--- config.mk ---
export PLATFORM = sky130hd
export DESIGN_NAME = pp_sbox_stream
export DESIGN_NICKNAME = d
export VERILOG_FILES = /design/src/rtl/pp_pkg.sv /design/src/rtl/pp_fifo.sv /design/src/rtl/pp_sbox_stream.sv
export SDC_FILE = /design/constraint.sdc
export NUM_CORES = 1
export LEC_CHECK = 0
export BUFFER_PORTS_ARGS = -buffer_cell sky130_fd_sc_hd__buf_4
export CORE_UTILIZATION = 52
export CTS_BUF_LIST = sky130_fd_sc_hd__clkbuf_16
export DETAILED_ROUTE_END_ITERATION = 16
export GPL_TIMING_DRIVEN = 0
export PLACE_DENSITY_LB_ADDON = 0.15
export SLEW_MARGIN = 25
export SYNTH_ARGS = -nofsm -noshare
export SYNTH_HDL_FRONTEND = slang
export SYNTH_SLANG_ARGS = --single-unit
--- constraint.sdc ---
create_clock -name CLK -period 2.3 [get_ports CLK]
set_input_delay 0.46 -clock CLK [delete_from_list [all_inputs] [get_ports CLK]]
set_output_delay 0.46 -clock CLK [all_outputs]
set_load 0.005 [all_outputs]
--- src/rtl/pp_pkg.sv ---
`default_nettype none
// pp_pkg -- shared state encoding, counter widths and parameter limits for pp_sbox_stream. (rev 1.0)
package pp_pkg;

  typedef enum logic [1:0] {
    ST_DISABLED = 2'd0,
    ST_COLLECT  = 2'd1,
    ST_FAIL     = 2'd2
  } state_t;

  localparam int OVF_W        = 8;
  localparam int RC_W         = 8;
  localparam int IN_W_MIN     = 3;
  localparam int IN_W_MAX     = 8;
  localparam int DEPTH_MIN    = 2;
  localparam int DEPTH_MAX    = 16;
  localparam int RC_LIMIT_MIN = 2;
  localparam int RC_LIMIT_MAX = 255;

  function automatic bit in_range(int v, int lo, int hi);
    return (v >= lo) && (v <= hi);
  endfunction

  function automatic bit is_pow2(int v);
    return (v > 0) && ((v & (v - 1)) == 0);
  endfunction

endpackage
`default_nettype wire

--- src/rtl/pp_fifo.sv ---
`default_nettype none
// pp_fifo -- power-of-two synchronous FIFO; head word is presented combinationally on dout. (rev 1.0)
module pp_fifo #(
  parameter int WIDTH = 4,
  parameter int DEPTH = 4
) (
  input  logic                     clk,
  input  logic                     rst_n,
  input  logic                     push,
  input  logic                     pop,
  input  logic [WIDTH-1:0]         din,
  output logic [WIDTH-1:0]         dout,
  output logic                     full,
  output logic                     empty,
  output logic [$clog2(DEPTH):0]   level
);

  localparam int AW = $clog2(DEPTH);
  localparam int LW = AW + 1;
  localparam logic [LW-1:0] FULL_LVL = LW'(DEPTH);

  logic [WIDTH-1:0] mem [DEPTH];
  logic [AW-1:0]    rd_ptr;
  logic [AW-1:0]    wr_ptr;
  logic             do_push;
  logic             do_pop;

  assign empty   = (level == '0);
  assign full    = (level == FULL_LVL);
  assign do_pop  = pop && !empty;
  // A full FIFO still takes a word when the head leaves on the same edge.
  assign do_push = push && (!full || do_pop);
  assign dout    = empty ? '0 : mem[rd_ptr];

  always_ff @(posedge clk or negedge rst_n) begin
    if (!rst_n) begin
      rd_ptr <= '0;
      wr_ptr <= '0;
      level  <= '0;
      for (int i = 0; i < DEPTH; i++) mem[i] <= '0;
    end else begin
      if (do_push) begin
        mem[wr_ptr] <= din;
        wr_ptr      <= wr_ptr + AW'(1);
      end
      if (do_pop) rd_ptr <= rd_ptr + AW'(1);
      if (do_push && !do_pop)      level <= level + LW'(1);
      else if (do_pop && !do_push) level <= level - LW'(1);
    end
  end

endmodule
`default_nettype wire

--- src/rtl/pp_sbox_stream.sv ---
`default_nettype none
// pp_sbox_stream -- collects raw TRNG bits into words, XOR-compresses them and buffers the result.
// Define PP_HEALTH_TEST_EN to build the repetition-count health test. (rev 1.0)
module pp_sbox_stream
  import pp_pkg::*;
#(
  parameter int IN_W       = 5,
  parameter int FIFO_DEPTH = 4,
  parameter int RC_LIMIT   = 16
) (
  input  logic                          CLK,
  input  logic                          RST_N,
  input  logic                          EN,
  input  logic                          BIT_IN,
  input  logic                          BIT_VLD,
  output logic [IN_W-2:0]               D_OUT,
  output logic                          OUT_VLD,
  input  logic                          OUT_RDY,
  output logic [$clog2(FIFO_DEPTH):0]   FIFO_LVL,
  output logic [OVF_W-1:0]              OVF_CNT,
  output logic                          HEALTH_FAIL,
  input  logic                          HEALTH_CLR
);

  if (!in_range(IN_W, IN_W_MIN, IN_W_MAX)) begin : g_bad_in_w
    $error("pp_sbox_stream: IN_W out of range");
  end
  if (!in_range(FIFO_DEPTH, DEPTH_MIN, DEPTH_MAX) || !is_pow2(FIFO_DEPTH)) begin : g_bad_depth
    $error("pp_sbox_stream: FIFO_DEPTH must be a power of 2 in range");
  end
  if (!in_range(RC_LIMIT, RC_LIMIT_MIN, RC_LIMIT_MAX)) begin : g_bad_rc_limit
    $error("pp_sbox_stream: RC_LIMIT out of range");
  end

  localparam int CW = $clog2(IN_W);
  localparam int WW = IN_W - 1;
  localparam logic [CW-1:0] LAST_IDX = CW'(IN_W - 1);

  state_t          state;
  state_t          state_nxt;
  logic            collecting;
  logic            accept;
  logic            last_bit;
  logic            health_hit;
  logic            health_clr;
  logic            push_req;
  logic            pop;
  logic            drop;
  logic            fifo_full;
  logic            fifo_empty;
  logic [CW-1:0]   bit_cnt;
  logic [WW-1:0]   w;
  logic [IN_W-1:0] word_full;
  logic [WW-1:0]   word_cmp;

  assign accept    = collecting && EN && BIT_VLD;
  assign last_bit  = (bit_cnt == LAST_IDX);
  assign push_req  = accept && last_bit && !health_hit;
  assign pop       = OUT_VLD && OUT_RDY;
  assign drop      = push_req && fifo_full && !pop;
  assign OUT_VLD   = !fifo_empty;

  // The final bit is never stored; it joins the word straight from the input.
  assign word_full = {BIT_IN, w};
  assign word_cmp  = word_full[WW-1:0] ^ word_full[IN_W-1:1];

`ifdef PP_HEALTH_TEST_EN
  logic [RC_W-1:0] run_cnt;
  logic [RC_W-1:0] run_nxt;
  logic            prev_bit;

  assign run_nxt    = ((run_cnt != '0) && (BIT_IN == prev_bit)) ? run_cnt + RC_W'(1) : RC_W'(1);
  assign health_hit = accept && (run_nxt == RC_W'(RC_LIMIT));
  assign health_clr = (state == ST_FAIL) && HEALTH_CLR;

  always_ff @(posedge CLK or negedge RST_N) begin
    if (!RST_N) begin
      run_cnt  <= '0;
      prev_bit <= 1'b0;
    end else if (health_clr) begin
      run_cnt  <= '0;
    end else if (accept) begin
      run_cnt  <= run_nxt;
      prev_bit <= BIT_IN;
    end
  end
`else
  logic unused_health_clr;
  assign unused_health_clr = HEALTH_CLR;
  assign health_hit        = 1'b0;
  assign health_clr        = 1'b0;
`endif

  always_ff @(posedge CLK or negedge RST_N) begin
    if (!RST_N) state <= ST_DISABLED;
    else        state <= state_nxt;
  end

  always_comb begin
    state_nxt = state;
    case (state)
      ST_DISABLED: if (EN) state_nxt = ST_COLLECT;
      ST_COLLECT: begin
        if (!EN)             state_nxt = ST_DISABLED;
        else if (health_hit) state_nxt = ST_FAIL;
      end
      ST_FAIL:     if (health_clr) state_nxt = EN ? ST_COLLECT : ST_DISABLED;
      default:     state_nxt = ST_DISABLED;
    endcase
  end

  always_comb begin
    collecting  = (state == ST_COLLECT);
`ifdef PP_HEALTH_TEST_EN
    HEALTH_FAIL = (state == ST_FAIL);
`else
    HEALTH_FAIL = 1'b0;
`endif
  end

  always_ff @(posedge CLK or negedge RST_N) begin
    if (!RST_N) begin
      bit_cnt <= '0;
      w       <= '0;
      OVF_CNT <= '0;
    end else begin
      if ((collecting && !EN) || health_hit || health_clr || (accept && last_bit)) begin
        bit_cnt <= '0;
        w       <= '0;
      end else if (accept) begin
        bit_cnt <= bit_cnt + CW'(1);
        for (int i = 0; i < WW; i++) begin
          if (bit_cnt == CW'(i)) w[i] <= BIT_IN;
        end
      end
      if (drop && (OVF_CNT != '1)) OVF_CNT <= OVF_CNT + OVF_W'(1);
    end
  end

  pp_fifo #(
    .WIDTH (WW),
    .DEPTH (FIFO_DEPTH)
  ) u_fifo (
    .clk   (CLK),
    .rst_n (RST_N),
    .push  (push_req),
    .pop   (pop),
    .din   (word_cmp),
    .dout  (D_OUT),
    .full  (fifo_full),
    .empty (fifo_empty),
    .level (FIFO_LVL)
  );

endmodule
`default_nettype wire

Word level (Yosys, flattened, before mapping)
Cells that the tools add are included.

Output and inout bits: 17. Flip-flop bits (word level): 40. Bits of input ports: 7. Logic and storage cells: 92.

$lt $le $gt $ge: 3. Muxes and demuxes: 20. Bitwise logic cells: 4. $add $sub $neg: 6. Reduce and logical (&&, ||, !) cells: 35. Eq/ne operators: 10.

Operators with widths (count): two-way mux 4 bit (6); bitwise mux 16 bit (1); logical AND 1 bit (13); two-way mux 3 bit (4); nonzero test 2 bit (6); adder 8 x 1 -> 8 bit (second input constant) (1); binary-select mux 4 bit (select 2 bit) (1); demux 4 bit (select 2 bit) (1); != test 8 bit (second input constant) (1); AND reduction 2 bit (4); adder 3 x 1 -> 3 bit (second input constant) (2); == test 3 x 2 -> 1 bit (second input constant) (2); == test 3 bit (second input constant) (2); >= comparator 3 bit (second input constant) (2); zero test 1 bit (6); zero test 3 bit (2); NOT 2 -> 3 bit (2); one-hot mux 2 bit (3 select lines) (1); adder 2 x 1 -> 2 bit (second input constant) (2); two-way mux 1 bit (4); two-way mux 2 bit (2); != test 2 bit (second input constant) (2); XOR 4 bit (1); == test 3 x 1 -> 1 bit (second input constant) (1); other kinds (8) (9).

Logic depth before layout (Yosys ltp)
Word-level depth: 10. Mapped depth: 10. Depth with buffers taken out: 10.

Hierarchy
A second synthesis with hierarchy kept.

Cell total of the unflattened synthesis: 182. Area total of the unflattened synthesis: 2094.5 µm².

By module, submodules not included: pp_fifo (area each 1138.6 µm², instances 1, sequential area each 575.6 µm², cells each 82); pp_sbox_stream (area each 955.9 µm², instances 1, sequential area each 400.4 µm², cells each 100).

Worst setup path before layout
Ideal clock, no wire load.

Path type: flip-flop to flip-flop. From: register u_fifo.level[1]. To: register u_fifo.level[2]. Data required time: 2221 ps. Period minus slack after synthesis: 2232 ps. Path slack: 68 ps. Buffers on the path: 1. Library setup time: 79 ps. Arrival time: 2153 ps. Stages on the path, launching flop included: 10. Path through: dfrtp_1 -> or3_2 -> clkbuf_1 -> nand2_1 -> ha_1 -> inv_1 -> fa_1 -> xor2_1 -> nor2_1 -> xor2_1.

Longest elaborated chain between the ends: 9. Elaborated cells on any way between the ends: 17. Those cells by class: add/sub (2); eq/ne (1); mux (2); reduce/logical (12).

RTL lines: start: declaration (line pp_fifo.sv:15) `output logic [$clog2(DEPTH):0] level`; start signal: assignment (line pp_fifo.sv:47) `if (do_push && !do_pop) level <= level + LW'(1);`; start signal: assignment (line pp_fifo.sv:48) `else if (do_pop && !do_push) level <= level - LW'(1);`; zero test 3 bit * (line pp_fifo.sv:28) `assign empty = (level == '0);`; zero test 1 bit * (line pp_sbox_stream.sv:61) `assign OUT_VLD = !fifo_empty;`; net OUT_VLD (line pp_sbox_stream.sv:17) `output logic OUT_VLD,`; logical AND 1 bit (line pp_sbox_stream.sv:59) `assign pop = OUT_VLD && OUT_RDY;`; logical AND 1 bit * (line pp_fifo.sv:30) `assign do_pop = pop && !empty;`; logical OR 1 bit (line pp_fifo.sv:32) `assign do_push = push && (!full || do_pop);`; logical AND 1 bit (line pp_fifo.sv:32); zero test 1 bit (line pp_fifo.sv:48); logical AND 1 bit (line pp_fifo.sv:48); nonzero test 2 bit (no line).

Mark *: on every way through the listed nets, which the timed path passes. The rest lies on a longest branch. The select of a mux whose other input is x is not followed. A chain may end at the register's enable or synchronous reset.

Worst setup path after layout
From: register bit_cnt[0]. To: register u_fifo.level[2].

Longest elaborated chain between the ends: 6. Elaborated cells on any way between the ends: 8. Those cells by class: eq/ne (1); mux (1); reduce/logical (6).

RTL lines: start: declaration (line pp_sbox_stream.sv:51) `logic [CW-1:0] bit_cnt;`; start signal: assignment (line pp_sbox_stream.sv:131) `bit_cnt <= bit_cnt + CW'(1);`; == test 3 bit * (line pp_sbox_stream.sv:57) `assign last_bit = (bit_cnt == LAST_IDX);`; logical AND 1 bit * (line pp_sbox_stream.sv:58) `assign push_req = accept && last_bit && !health_hit;`; logical AND 1 bit * (line pp_fifo.sv:32); net u_fifo.do_push (line pp_fifo.sv:25) `logic do_push;`; zero test 1 bit (line pp_fifo.sv:48); logical AND 1 bit (line pp_fifo.sv:48); nonzero test 2 bit (no line).

Mark *: on every way through the listed nets, which the timed path passes. The rest lies on a longest branch.

==> flow_summary.toml <==
[power_and_ir_drop]
power.total_uw = 2490
leakage_uw = 0.00121
power_density_nw_per_um2 = 1020
ir_drop_mv = 0.590

[setup_path]
endpoint_kind = "flip-flop"
cp.required_ns = 2.50
cp_max_fo = 4
criticalPathCategory = "reg2reg"
cp.arrival_ns = 2.35
cp-start-kind = "flip-flop"

[die]
die_w_um = 64.0
core_um2 = 3660
die-area_um2 = 4090
start_util_pct = 54.5
io_pins = 24
die_h_um = 64.0
rows = 22

[global_routing]
grt.overflow.total = 0
antenna_found_initial = 0
grt_max_degree = 40
groute.usage.overall_pct = 18.9
grt_pass1_vias = 1246
grt_pass1_wl_mm = 5.87

[synth]
syn-cell-area_um2 = 2000
synthTopCellsByCount = "dfrtp_1 (39), mux2_2 (18), nand2_1 (17)"
synth_area_per_cell_um2 = 12.3
synth_edf_count = 0
synth_area_leaders = "dfrtp_1 (49%), mux2_2 (10%), ha_1 (8.1%), xor2_1 (4.8%), mux4_2 (4.5%)"
synth_top_area_share_pct = 48.9
synthArstFlopShare_pct = 100
post-synth-top-count-cell = "dfrtp_1"
synth_top_area_cell = "dfrtp_1"
yosysSeqAreaShare_pct = 48.9
yosysWarnings = 0
synthCells = 163
yosysUniqueCellTypes = 30
ys_seq_elements = 39
synthesis.nets = 184
synth_ff_type = "dfrtp_1"

[clocking]
cts_tree = "yes"
clk_pin_slew_ns = 0.06
hold_buffers = 0
cts_made_buffers = 5
clock_latency_ns = 0.28
max-clock-path-buffers = 2
htreeDepth = 2
cts-root-buf = "clkbuf_16"
clock_sink_count = 39

[placed_design]
io_buffers = 21
gp_congestion = 0.766
place_ws_ns = -0.0640
dp_hpwl_mm = 2.42

[final_layout]
n_fill_cell = 299
fin_nets = 217
area_growth_pct = 22.2
final_core_util_pct = 66.6
multiInputGateArea_um2 = 986
ff_latch_area_um2 = 978
diodes = 0
drive_above_1_share_pct = 34.5

[routing]
num_vias = 1267
wl_per_cell_um = 13.6
first_pass_iters = 4
routed_wirelength_mm = 3.34
vias_per_cell = 5.17
drc_errors = 0
drt_iter0_drc = 73
ant_nets = 0

[timing]
setup_ws_ns = 0.149
holdWs_ns = 0.143
fmaxAchievable_ghz = 0.465
hold_viol = 0
fin_crit_ns = 2.15
period_share_pct = 93.5
skew_ns = 0.00252
setup-tns-final_ns = 0
slew_violations = 0
setup_viol = 0

[worst_hold_path]
hold_class = "in2async"

[job]
maxCapViolations = 0

[run_status]
outcome = "complete, no violations"
[placed cells by master, fill, tap and decap left out, types with 2 or more instances in the layout]
master / n
and2_1: 5
mux4_2: 4
ha_1: 11
nand2_1: 17
nand3_1: 6
clkbuf_16: 5
xor2_1: 11
a21oi_1: 4
mux2_2: 18
nand4_1: 4
buf_4: 29
xnor2_1: 8
nor2_1: 7
ha_2: 2
dfrtp_1: 37
inv_1: 8
dfrtp_2: 2
[path summary, 6_finish.rpt]
check	from	to	slack (ns)	cells after the start
max	bit_cnt[0]	u_fifo.level[2]	0.15	10
min	RST_N	u_fifo.mem[1]	0.14	1
max reg2reg	bit_cnt[0]	u_fifo.level[2]	0.15	10
min reg2reg	u_fifo.mem[12]	u_fifo.mem[12]	0.50	1
max in group asynchronous	RST_N	u_fifo.level[0]	1.78	1
min in group CLK	BIT_IN	w[2]	0.49	3
[cells by family (layout without fill, tap and decap cells)]
kind of cell | count (synthesis) | count (layout) | synth area share [%]
simple gates | 48 | 48 | 13.2
flops | 39 | 39 | 48.9
mux | 23 | 23 | 15.2
xor+xnor | 19 | 19 | 8.33
fa+ha+maj | 14 | 14 | 9.15
buf+inv | 12 | 46 | 2.44
compound gates | 7 | 7 | 2.69
other cells | 1 | 1 | 0.188
[metal layers]
metal | GRT usage, % | wire length, um | share of wire (%)
met4 | 4.26 | 23 | 0.69
met3 | 4.82 | 116 | 3.5
met1 | 24.6 | 1480 | 44
met5 | 0 | 0 | 0
met2 | 31.8 | 1720 | 52
[where the power goes]
group | leakage (uW) | internal (uW) | switching (uW)
registers | 0.000519 | 848 | 180
clock network | 0.0000812 | 505 | 255
logic | 0.000610 | 400 | 300
[state kept, by name, summed over array words and instances (netlist names)]
register,flops
OVF_CNT,8
bit_cnt,3
state,1
u_fifo.level,3
u_fifo.mem,16
u_fifo.rd_ptr,2
u_fifo.wr_ptr,2
w,4
[per-stage QoR]
step | std cells | instance area [um^2]
after global placement | 232 | 2210
after detailed placement | 232 | 2210
after CTS | 238 | 2380
after floorplan | 163 | 2000
final | 245 | 2440
after global routing | 245 | 2440
[final cells by class]
| cell class | instances | area share [%] |
|---|---|---|
| clock buffer | 5 | 5.13 |
| sequential | 39 | 40.1 |
| inverter | 8 | 1.23 |
| clock inverter | 3 | 1.59 |
| buffer | 2 | 0.462 |
| tap | 48 | 2.46 |
| timing repair buffer | 28 | 8.62 |
| multi-input combinational | 112 | 40.4 |
[what timing repair did]
action | CTS | global route
setup buffers | 0 | 7
pin swaps | 0 | 2
resized for setup | 3 | 3
setup endpoints to repair | 3 | 2
[critical path: stages (launching register included)]
cell and delay [ns]:
dfrtp_1 0.40, inv_1 0.09, ha_2 0.20, nand4_1 0.16, nor2_4 0.20, ha_2 0.21, inv_1 0.05, fa_1 0.37
xor2_1 0.15, nor2_1 0.11, xor2_1 0.15
No activity file was read; power rests on OpenSTA's default activity.
